### config.mk
export PLATFORM = sky130hd
export DESIGN_NAME = regfile_write_queue
export DESIGN_NICKNAME = d
export VERILOG_FILES = /design/src/rtl/regfile_write_queue_pkg.sv /design/src/rtl/regfile_wb_fifo.sv /design/src/rtl/regfile_write_queue.sv
export SDC_FILE = /design/constraint.sdc
export NUM_CORES = 1
export LEC_CHECK = 0
export ABC_CLOCK_PERIOD_IN_PS = 4800
export CORE_MARGIN = 3
export CORE_UTILIZATION = 50
export CTS_CLUSTER_DIAMETER = 80
export DETAILED_ROUTE_END_ITERATION = 10
export DONT_BUFFER_PORTS = 1
export PLACE_DENSITY = 0.66
export SLEW_MARGIN = 20
export SYNTH_ARGS = -nofsm -noshare
export SYNTH_HDL_FRONTEND = slang
export SYNTH_SLANG_ARGS = --single-unit
### constraint.sdc
create_clock -name clock -period 4.8 [get_ports clock]
set_input_delay 0.96 -clock clock [delete_from_list [all_inputs] [get_ports clock]]
set_output_delay 0.96 -clock clock [all_outputs]
set_load 0.05 [all_outputs]
### src/rtl/regfile_write_queue_pkg.sv
// regfile_write_queue_pkg: shared widths, queue depth and queue entry type
package regfile_write_queue_pkg;
    localparam int REG_ADDR_W = 5;
    localparam int REG_DATA_W = 32;
    localparam int WBQ_DEPTH  = 4;

    typedef struct packed {
        logic [REG_ADDR_W-1:0] addr;
        logic [REG_DATA_W-1:0] data;
    } wbq_entry_t;
endpackage

### src/rtl/regfile_wb_fifo.sv
// regfile_wb_fifo: two-write one-read entry storage with pointers and occupancy
module regfile_wb_fifo
    import regfile_write_queue_pkg::*;
#(
    parameter int DEPTH = WBQ_DEPTH
) (
    input  logic                                clock,
    input  logic                                reset_n,
    input  logic                                push_a,
    input  wbq_entry_t                          entry_a,
    input  logic                                push_b,
    input  wbq_entry_t                          entry_b,
    input  logic                                pop,
    output wbq_entry_t                          head,
    output logic [DEPTH-1:0][REG_ADDR_W-1:0]    addrs,
    output logic [DEPTH-1:0]                    valid,
    output logic [$clog2(DEPTH):0]              count
);
    localparam int PW = $clog2(DEPTH);
    localparam int CW = PW + 1;

    wbq_entry_t [DEPTH-1:0] entries_q, entries_d;
    logic [PW-1:0]          rd_ptr_q, rd_ptr_d, wr_ptr_q, wr_ptr_d, off;
    logic [CW-1:0]          count_q, count_d;

    // Next state: entry a (older) lands before entry b; pointers wrap naturally
    always_comb begin
        entries_d = entries_q;
        wr_ptr_d  = wr_ptr_q;
        if (push_a) begin
            entries_d[wr_ptr_d] = entry_a;
            wr_ptr_d            = wr_ptr_d + PW'(1);
        end
        if (push_b) begin
            entries_d[wr_ptr_d] = entry_b;
            wr_ptr_d            = wr_ptr_d + PW'(1);
        end
        rd_ptr_d = rd_ptr_q + PW'(pop);
        count_d  = count_q + CW'(push_a) + CW'(push_b) - CW'(pop);
    end

    // Head entry plus per-slot address and occupancy for the hazard compare
    always_comb begin
        off  = '0;
        head = entries_q[rd_ptr_q];
        for (int i = 0; i < DEPTH; i++) begin
            off      = PW'(i) - rd_ptr_q;
            addrs[i] = entries_q[i].addr;
            valid[i] = {1'b0, off} < count_q;
        end
        count = count_q;
    end

    // Pointer and occupancy registers
    always_ff @(posedge clock or negedge reset_n) begin
        if (!reset_n) begin
            rd_ptr_q <= '0;
            wr_ptr_q <= '0;
            count_q  <= '0;
        end else begin
            rd_ptr_q <= rd_ptr_d;
            wr_ptr_q <= wr_ptr_d;
            count_q  <= count_d;
        end
    end

    // Entry storage is deliberately left unreset; occupancy alone marks validity
    always_ff @(posedge clock) begin
        entries_q <= entries_d;
    end
endmodule

### src/rtl/regfile_write_queue.sv
// regfile_write_queue: merges load and ALU results into one register-file write per cycle
module regfile_write_queue
    import regfile_write_queue_pkg::*;
#(
    parameter int DEPTH = WBQ_DEPTH
) (
    input  logic                    clock,
    input  logic                    reset_n,
    input  logic                    mem_valid,
    input  logic [REG_ADDR_W-1:0]   mem_addr,
    input  logic [REG_DATA_W-1:0]   mem_data,
    input  logic                    alu_valid,
    input  logic [REG_ADDR_W-1:0]   alu_addr,
    input  logic [REG_DATA_W-1:0]   alu_data,
    output logic                    mem_ready,
    output logic                    alu_ready,
    output logic                    WriteEnable,
    output logic [REG_ADDR_W-1:0]   write_address,
    output logic [REG_DATA_W-1:0]   write_data_in,
    input  logic [REG_ADDR_W-1:0]   read_address_1,
    input  logic [REG_ADDR_W-1:0]   read_address_2,
    output logic                    hazard_1,
    output logic                    hazard_2,
    output logic [$clog2(DEPTH):0]  count,
    output logic                    full,
    output logic                    empty
);
    localparam int CW = $clog2(DEPTH) + 1;

    logic                             push_mem, push_alu;
    wbq_entry_t                       head;
    logic [DEPTH-1:0][REG_ADDR_W-1:0] addrs;
    logic [DEPTH-1:0]                 valid;

    // Ready from current occupancy only; a pending mem request reserves a slot ahead of alu
    always_comb begin
        mem_ready = count <= CW'(DEPTH - 1);
        alu_ready = mem_valid ? count <= CW'(DEPTH - 2) : mem_ready;
        push_mem  = mem_valid && mem_ready && mem_addr != '0;
        push_alu  = alu_valid && alu_ready && alu_addr != '0;
    end

    // Write port straight from the head, and read-after-write hazard against every queued entry
    always_comb begin
        empty         = count == '0;
        full          = count == CW'(DEPTH);
        WriteEnable   = !empty;
        write_address = head.addr;
        write_data_in = head.data;
        hazard_1      = 1'b0;
        hazard_2      = 1'b0;
        for (int i = 0; i < DEPTH; i++) begin
            hazard_1 = hazard_1 | (valid[i] && addrs[i] == read_address_1);
            hazard_2 = hazard_2 | (valid[i] && addrs[i] == read_address_2);
        end
        hazard_1 = hazard_1 && read_address_1 != '0;
        hazard_2 = hazard_2 && read_address_2 != '0;
    end

    regfile_wb_fifo #(.DEPTH(DEPTH)) u_fifo (
        .clock   (clock),
        .reset_n (reset_n),
        .push_a  (push_mem),
        .entry_a ('{addr: mem_addr, data: mem_data}),
        .push_b  (push_alu),
        .entry_b ('{addr: alu_addr, data: alu_data}),
        .pop     (!empty),
        .head    (head),
        .addrs   (addrs),
        .valid   (valid),
        .count   (count)
    );
endmodule

==> flow_summary.toml, run 1 <==
[clock_tree]
cts_resized = 0
cts.clk_slew.worst_paths_ns = 0.07
hold_buffers = 0
clockBufferDepth = 2
clock_latency_ns = 0.42
root_buffer = "clkbuf_16"
cts_setup_buffers = 0
cts_tree = "yes"
cts_sinks = 155
numCtsBuffers = 17
htreeDepth = 4

[worst_setup_path]
path_max_fanout = 21
slowest_delay_ns = 0.72
crit_path_start_kind = "flop"
r2r_setup_slack_ns = 0.75
worstPathRequired_ns = 5.11
crit_type = "flop to flop"
critPathArrivalTime_ns = 4.36
cp_common_cell = "ha_1"
r2r-end = "u_fifo.entries_q[79]$_DFF_P_"
r2r-start = "u_fifo.count[2]$_DFF_PN0_"
ff2ff_path_depth = 9
endpoint_kind = "flop"
slowest_stage = "dfrtp_1"
path_cells = "clkinv_1 > ha_1 > nand3b_1 > o211a_1 > o21ai_0 > ha_1 > nand2_2 > buf_12 > mux2_2"

[cells_and_area]
syn2layout_area_growth_pct = 7.813
final_area_um2 = 9444
fin_nets = 760
drive_above_1_share_pct = 55.17
diodes = 0
utilization_pct = 55.96
fillers = 1391

[grt]
grt_pass1_vias = 5870
grt_use_total_pct = 21.76
grt_pass1_wl_um = 32950
antenna_found_initial = 0
grt_max_degree = 38
overflow = 0

[synth]
synth_warnings = 0
yosys.cell_count.top_type = "mux2_2"
synth_area_leaders = "mux2_2 35%, dfxtp_1 34%, mux4_2 9.5%"
synthTopCellsByCount = "276 x mux2_2, 148 x dfxtp_1, 37 x mux4_2, 28 x xnor2_1, 25 x buf_6"
synth_edf_count = 0
yosysTopAreaCell = "mux2_2"
synthCells = 666
yosysTopAreaCellShare_pct = 35.48
syn_area_um2 = 8760
yosysSeqAreaShare_pct = 35.82
ys.flop_type = "dfxtp_1"
yosys_register_bits = 155
synthDistinctLibCells = 38
postSynthAreaPerCell_um2 = 13.15
async_flop_share_pct = 4.516
synth_nets = 772

[timing]
setup_violations = 0
finalCriticalPeriod_ns = 4.053
rsz0062_at_grt = "false"
maxSlewViolCount = 0
fin_crit_sh_pct = 84.43
max_freq_mhz = 246.8
fin_skew_ns = 0.007816
tightest_slew_ns = 0.7203
setup_tns_ns = 0
fin_hold_ws_ns = 0.2244
relSlewSlack_pct = 51.81
hold_viol = 0

[floorplanning]
start_util_pct = 51.90
rows = 47
die-area_um2 = 19140
die_x_um = 138.4
io_pins = 135
die_y_um = 138.4
coreArea_um2 = 16880

[routing]
ant_nets = 0
postRouteWirelength_um = 20720
drc_errors = 0
wire_per_inst_um = 23.36
vias = 5309
drt_first_pass_iters = 5
drt_iter0_drc = 232
vias_per_cell = 5.985

[placement]
hpwl_um = 14100
portBuffers = 0
placed_cell_area_um2 = 8832
gp_congestion = 0.7977

[run]
drv_cap = 0

[status]
status = "completed"

[hold_path]
min_path_type = "input port to async pin"
cell type report:
class	instances	area [um2]	area share [%]
multi-input cells	455	5228	55.35
flip-flops and latches	155	3141	33.25
clock buffers	18	450.4	4.769
well taps	220	275.3	2.915
clock inverters	14	161.4	1.709
repair buffers	12	140.1	1.484
inverters	13	48.80	0.5167
cell usage in the layout (no fill, tap or decap), types with 3 or more instances in the layout:
cell type / n
a21oi_1: 5
buf_12: 4
buf_4: 8
clkbuf_16: 18
clkinv_4: 3
clkinvlp_4: 5
dfrtp_1: 5
dfxtp_1: 148
ha_1: 16
inv_1: 12
inv_6: 3
mux2_1: 21
mux2_2: 276
mux4_2: 37
nand2_2: 4
nand2_8: 3
nand2b_1: 3
nand3_1: 8
nor3_1: 3
nor4_1: 10
xnor2_1: 28
xor2_1: 17
worst max-delay path: cells and delay by family, from the launching register on:
kind | cells | cell delay (ns)
adders and majority gates | 2 | 0.58
and+or+nand+nor | 2 | 0.72
AOI/OAI and AO/OA | 2 | 0.88
muxes | 1 | 0.35
DFF | 1 | 0.72
buffers and inverters | 2 | 0.66
sequential cells by signal, summed over array words and instances, names as in the netlist:
signal,flops
u_fifo.addrs,20
u_fifo.wr_ptr_q,2
u_fifo.entries_q,128
u_fifo.count,3
u_fifo.rd_ptr_q,2
how the worst max path moves through the flow:
stage	startpoint	endpoint	slack (ns)	cells after the start
final	u_fifo.count[2]$_DFF_PN0_	u_fifo.entries_q[79]$_DFF_P_	0.75	9
after global routing	u_fifo.count[2]$_DFF_PN0_	u_fifo.entries_q[1]$_DFF_P_	0.53	11
after CTS	u_fifo.count[2]$_DFF_PN0_	u_fifo.entries_q[79]$_DFF_P_	0.72	9
after detailed placement	mem_addr[1]	u_fifo.entries_q[12]$_DFF_P_	0.72	8
after global placement	mem_addr[1]	u_fifo.entries_q[4]$_DFF_P_	0.82	8
after floorplan	u_fifo.count[1]$_DFF_PN0_	hazard_1	1.14	7
kinds of logic (layout without fill, tap and decap cells):
| group | after synthesis | after routing | synth area share [%] |
|---|---|---|---|
| compound gates | 16 | 16 | 1.386 |
| xor+xnor | 45 | 45 | 4.499 |
| mux | 334 | 334 | 47.69 |
| simple gates | 42 | 42 | 3.271 |
| fa+ha+maj | 18 | 18 | 2.742 |
| buf+inv | 56 | 57 | 4.585 |
| flops | 155 | 155 | 35.82 |
stage by stage:
stage               cells  setup WS (ns)
detailed placement    855         0.7227
global route          887         0.5331
floorplan             666          1.142
CTS                   887         0.7182
global placement      855         0.8165
finish                887         0.7475
metal layers:
metal / GRT usage, % / wire, um / vias to the layer above
met5: 0 / 0 / -
met4: 6.136 / 268 / 0
met3: 6.941 / 1470 / 25
met2: 38.80 / 10780 / 150
met1: 25.11 / 8195 / 2674
li1: - / - / 2460
Power of run 1 is not shown: default switching activity piles up to over one toggle a cycle in this logic, so the estimate is an artifact.
==> inputs of run 2 (changes only) <==
--- a/config.mk
+++ b/config.mk
@@ -5,13 +5,13 @@
 export SDC_FILE = /design/constraint.sdc
 export NUM_CORES = 1
 export LEC_CHECK = 0
-export ABC_CLOCK_PERIOD_IN_PS = 4800
+export ABC_CLOCK_PERIOD_IN_PS = 3650
 export CORE_MARGIN = 3
 export CORE_UTILIZATION = 50
 export CTS_CLUSTER_DIAMETER = 80
 export DETAILED_ROUTE_END_ITERATION = 10
 export DONT_BUFFER_PORTS = 1
-export PLACE_DENSITY = 0.66
+export PLACE_DENSITY = 0.69
 export SLEW_MARGIN = 20
 export SYNTH_ARGS = -nofsm -noshare
 export SYNTH_HDL_FRONTEND = slang
==> constraint.sdc (replaced) <==
create_clock -name clock -period 3.65 [get_ports clock]
set_input_delay 0.73 -clock clock [delete_from_list [all_inputs] [get_ports clock]]
set_output_delay 0.73 -clock clock [all_outputs]
set_load 0.05 [all_outputs]
==> run 2 against run 1 <==
- clock-buffer cell count increased by 2
- worst hold slack improved by 0.20 ns
- register-to-register slack worse by 0.20 ns
- sequential share of layout area down 0.26 points
- die area stayed put
- routed wire length is 1.1% lower
- flip-flop and latch count did not move
- clock skew grew 0.0091 ns
- first-iteration DRC count increased by 2.6%
- setup slack got worse by 0.28 ns
- non-clock buffer count grew 12
- final cell count rose by 1.4%
- critical endpoint is now hazard_2
==> flow_summary.toml, run 2 (synthesis results as in run 1) <==
[status]
status = "completed"

[clock_tree]
cts_tree = "yes"
cts_sinks = 155
cts.clk_slew.worst_paths_ns = 0.07
clock_latency_ns = 0.43
root_buffer = "clkbuf_16"
htreeDepth = 4
cts_resized = 0
clockBufferDepth = 2
numCtsBuffers = 17

[timing]
maxSlewViolCount = 0
relSlewSlack_pct = 56.45
hold_viol = 0
tightest_slew_ns = 0.6532
finalCriticalPeriod_ns = 3.182
fin_skew_ns = 0.01696
max_freq_mhz = 314.3
setup_violations = 0
fin_crit_sh_pct = 87.17
fin_hold_ws_ns = 0.4274
rsz0062_at_grt = "false"
setup_tns_ns = 0

[floorplanning]
die-area_um2 = 19140
rows = 47
coreArea_um2 = 16880
die_y_um = 138.4
start_util_pct = 51.90
die_x_um = 138.4
io_pins = 135

[routing]
drt_iter0_drc = 238
ant_nets = 0
route.met3.wl_um = 1292
wl_met1_um = 8164
drt_first_pass_iters = 6
vias_per_cell = 5.914
drc_errors = 0
vias = 5317
top_layer = "met4"
wire_per_inst_um = 22.80
wl_met2_um = 10700
postRouteWirelength_um = 20500

[grt]
grt_pass1_vias = 5888
grt_use_total_pct = 21.44
overflow = 0
grt_pass1_wl_um = 32550
grt_max_degree = 38
antenna_found_initial = 0

[placement]
portBuffers = 0
hpwl_um = 13730
gp_congestion = 0.8782

[cells_and_area]
drive_above_1_share_pct = 55.82
layout_commonest_cell = "mux2_2"
largest_register = "u_fifo.entries_q"
fillers = 1354
largest_reg_flops = 128
diodes = 0
syn2layout_area_growth_pct = 8.656
final_cell_mix = "276 x mux2_2, 148 x dfxtp_1, 37 x mux4_2"
fin_nets = 772

[worst_setup_path]
worstPathRequired_ns = 2.92
crit_path_start_kind = "flop"
endpoint_kind = "output port"
ff2ff_path_depth = 11
crit_type = "flop to output port"
path_buf_inv = 2
crit_family = "simple AND/OR/NAND/NOR gates"
critPathArrivalTime_ns = 2.45
path_max_fanout = 5
r2r_setup_slack_ns = 0.55
path_cells = "xnor2_1 > inv_1 > ha_1 > nand2b_1 > o2bb2ai_1 > nor4_1 > nor4_1 > a21oi_1 > buf_4"
r2r-start = "u_fifo.count[2]$_DFF_PN0_"
slowest_delay_ns = 0.45
cp_common_cell = "nor4_1"
r2r-end = "u_fifo.count[2]$_DFF_PN0_"
slowest_stage = "dfrtp_2"

[hold_path]
min_path_type = "input port to flop"
min_to = "u_fifo.addrs[2]$_DFF_P_"
min_from = "alu_addr[2]"
min_path_cells = 1

[run]
drv_cap = 0
run 2: per-layer routing:
layer	vias up	global-route usage, %
met5	-	0
met4	0	6.136
met3	25	6.906
met2	139	38.64
met1	2692	24.31
li1	2461	-
run 2: worst max-delay path by stage:
stage                                 startpoint  cells past startpoint                      endpoint  slack [ns]
floorplan              u_fifo.count[1]$_DFF_PN0_                      7                      hazard_1        0.22
global placement                     mem_addr[1]                      8  u_fifo.entries_q[61]$_DFF_P_        0.41
detailed placement                   mem_addr[1]                      8  u_fifo.entries_q[31]$_DFF_P_        0.27
CTS                 u_fifo.rd_ptr_q[0]$_DFF_PN0_                      3              write_data_in[4]        0.40
global route        u_fifo.rd_ptr_q[0]$_DFF_PN0_                      3              write_data_in[5]        0.29
finish              u_fifo.rd_ptr_q[1]$_DFF_PN0_                      9                      hazard_2        0.47
run 2: cell type report:
type                       count  area [um2]  share of cell area, %
timing repair buffer          24       220.2                  2.314
multi-input combinational    455        5228                  54.92
clock buffer                  20       478.0                  5.022
clock inverter                12       127.6                  1.341
inverter                      13       48.80                 0.5127
tap                          220       275.3                  2.892
sequential                   155        3141                  33.00
run 2: stage by stage:
step | setup WS [ns] | util [%] | instances | instance area (um2)
after floorplan | 0.2223 | - | 666 | 8760
after global placement | 0.4105 | 52.75 | 866 | 8902
after detailed placement | 0.2704 | 52.75 | 866 | 8902
after CTS | 0.3968 | 56.39 | 899 | 9518
after global routing | 0.2943 | 56.39 | 899 | 9518
final | 0.4683 | 56.39 | 899 | 9518
run 2: what timing repair did:
item	4_1_cts	5_1_grt
setup buffers	0	0
hold buffers	1	0
endpoints found under the hold margin	7	0
run 2: worst register-to-register path, cell delays in order, from the launching register on:
cell and delay, ns:
dfrtp_1 0.35, clkinv_1 0.23, ha_1 0.27, nand3b_1 0.16, a21oi_1 0.14, a211oi_4 0.48
inv_1 0.10, ha_1 0.29, inv_1 0.05, fa_1 0.41, fa_1 0.39, xnor2_1 0.13
Power of run 2 is left out for the same reason.
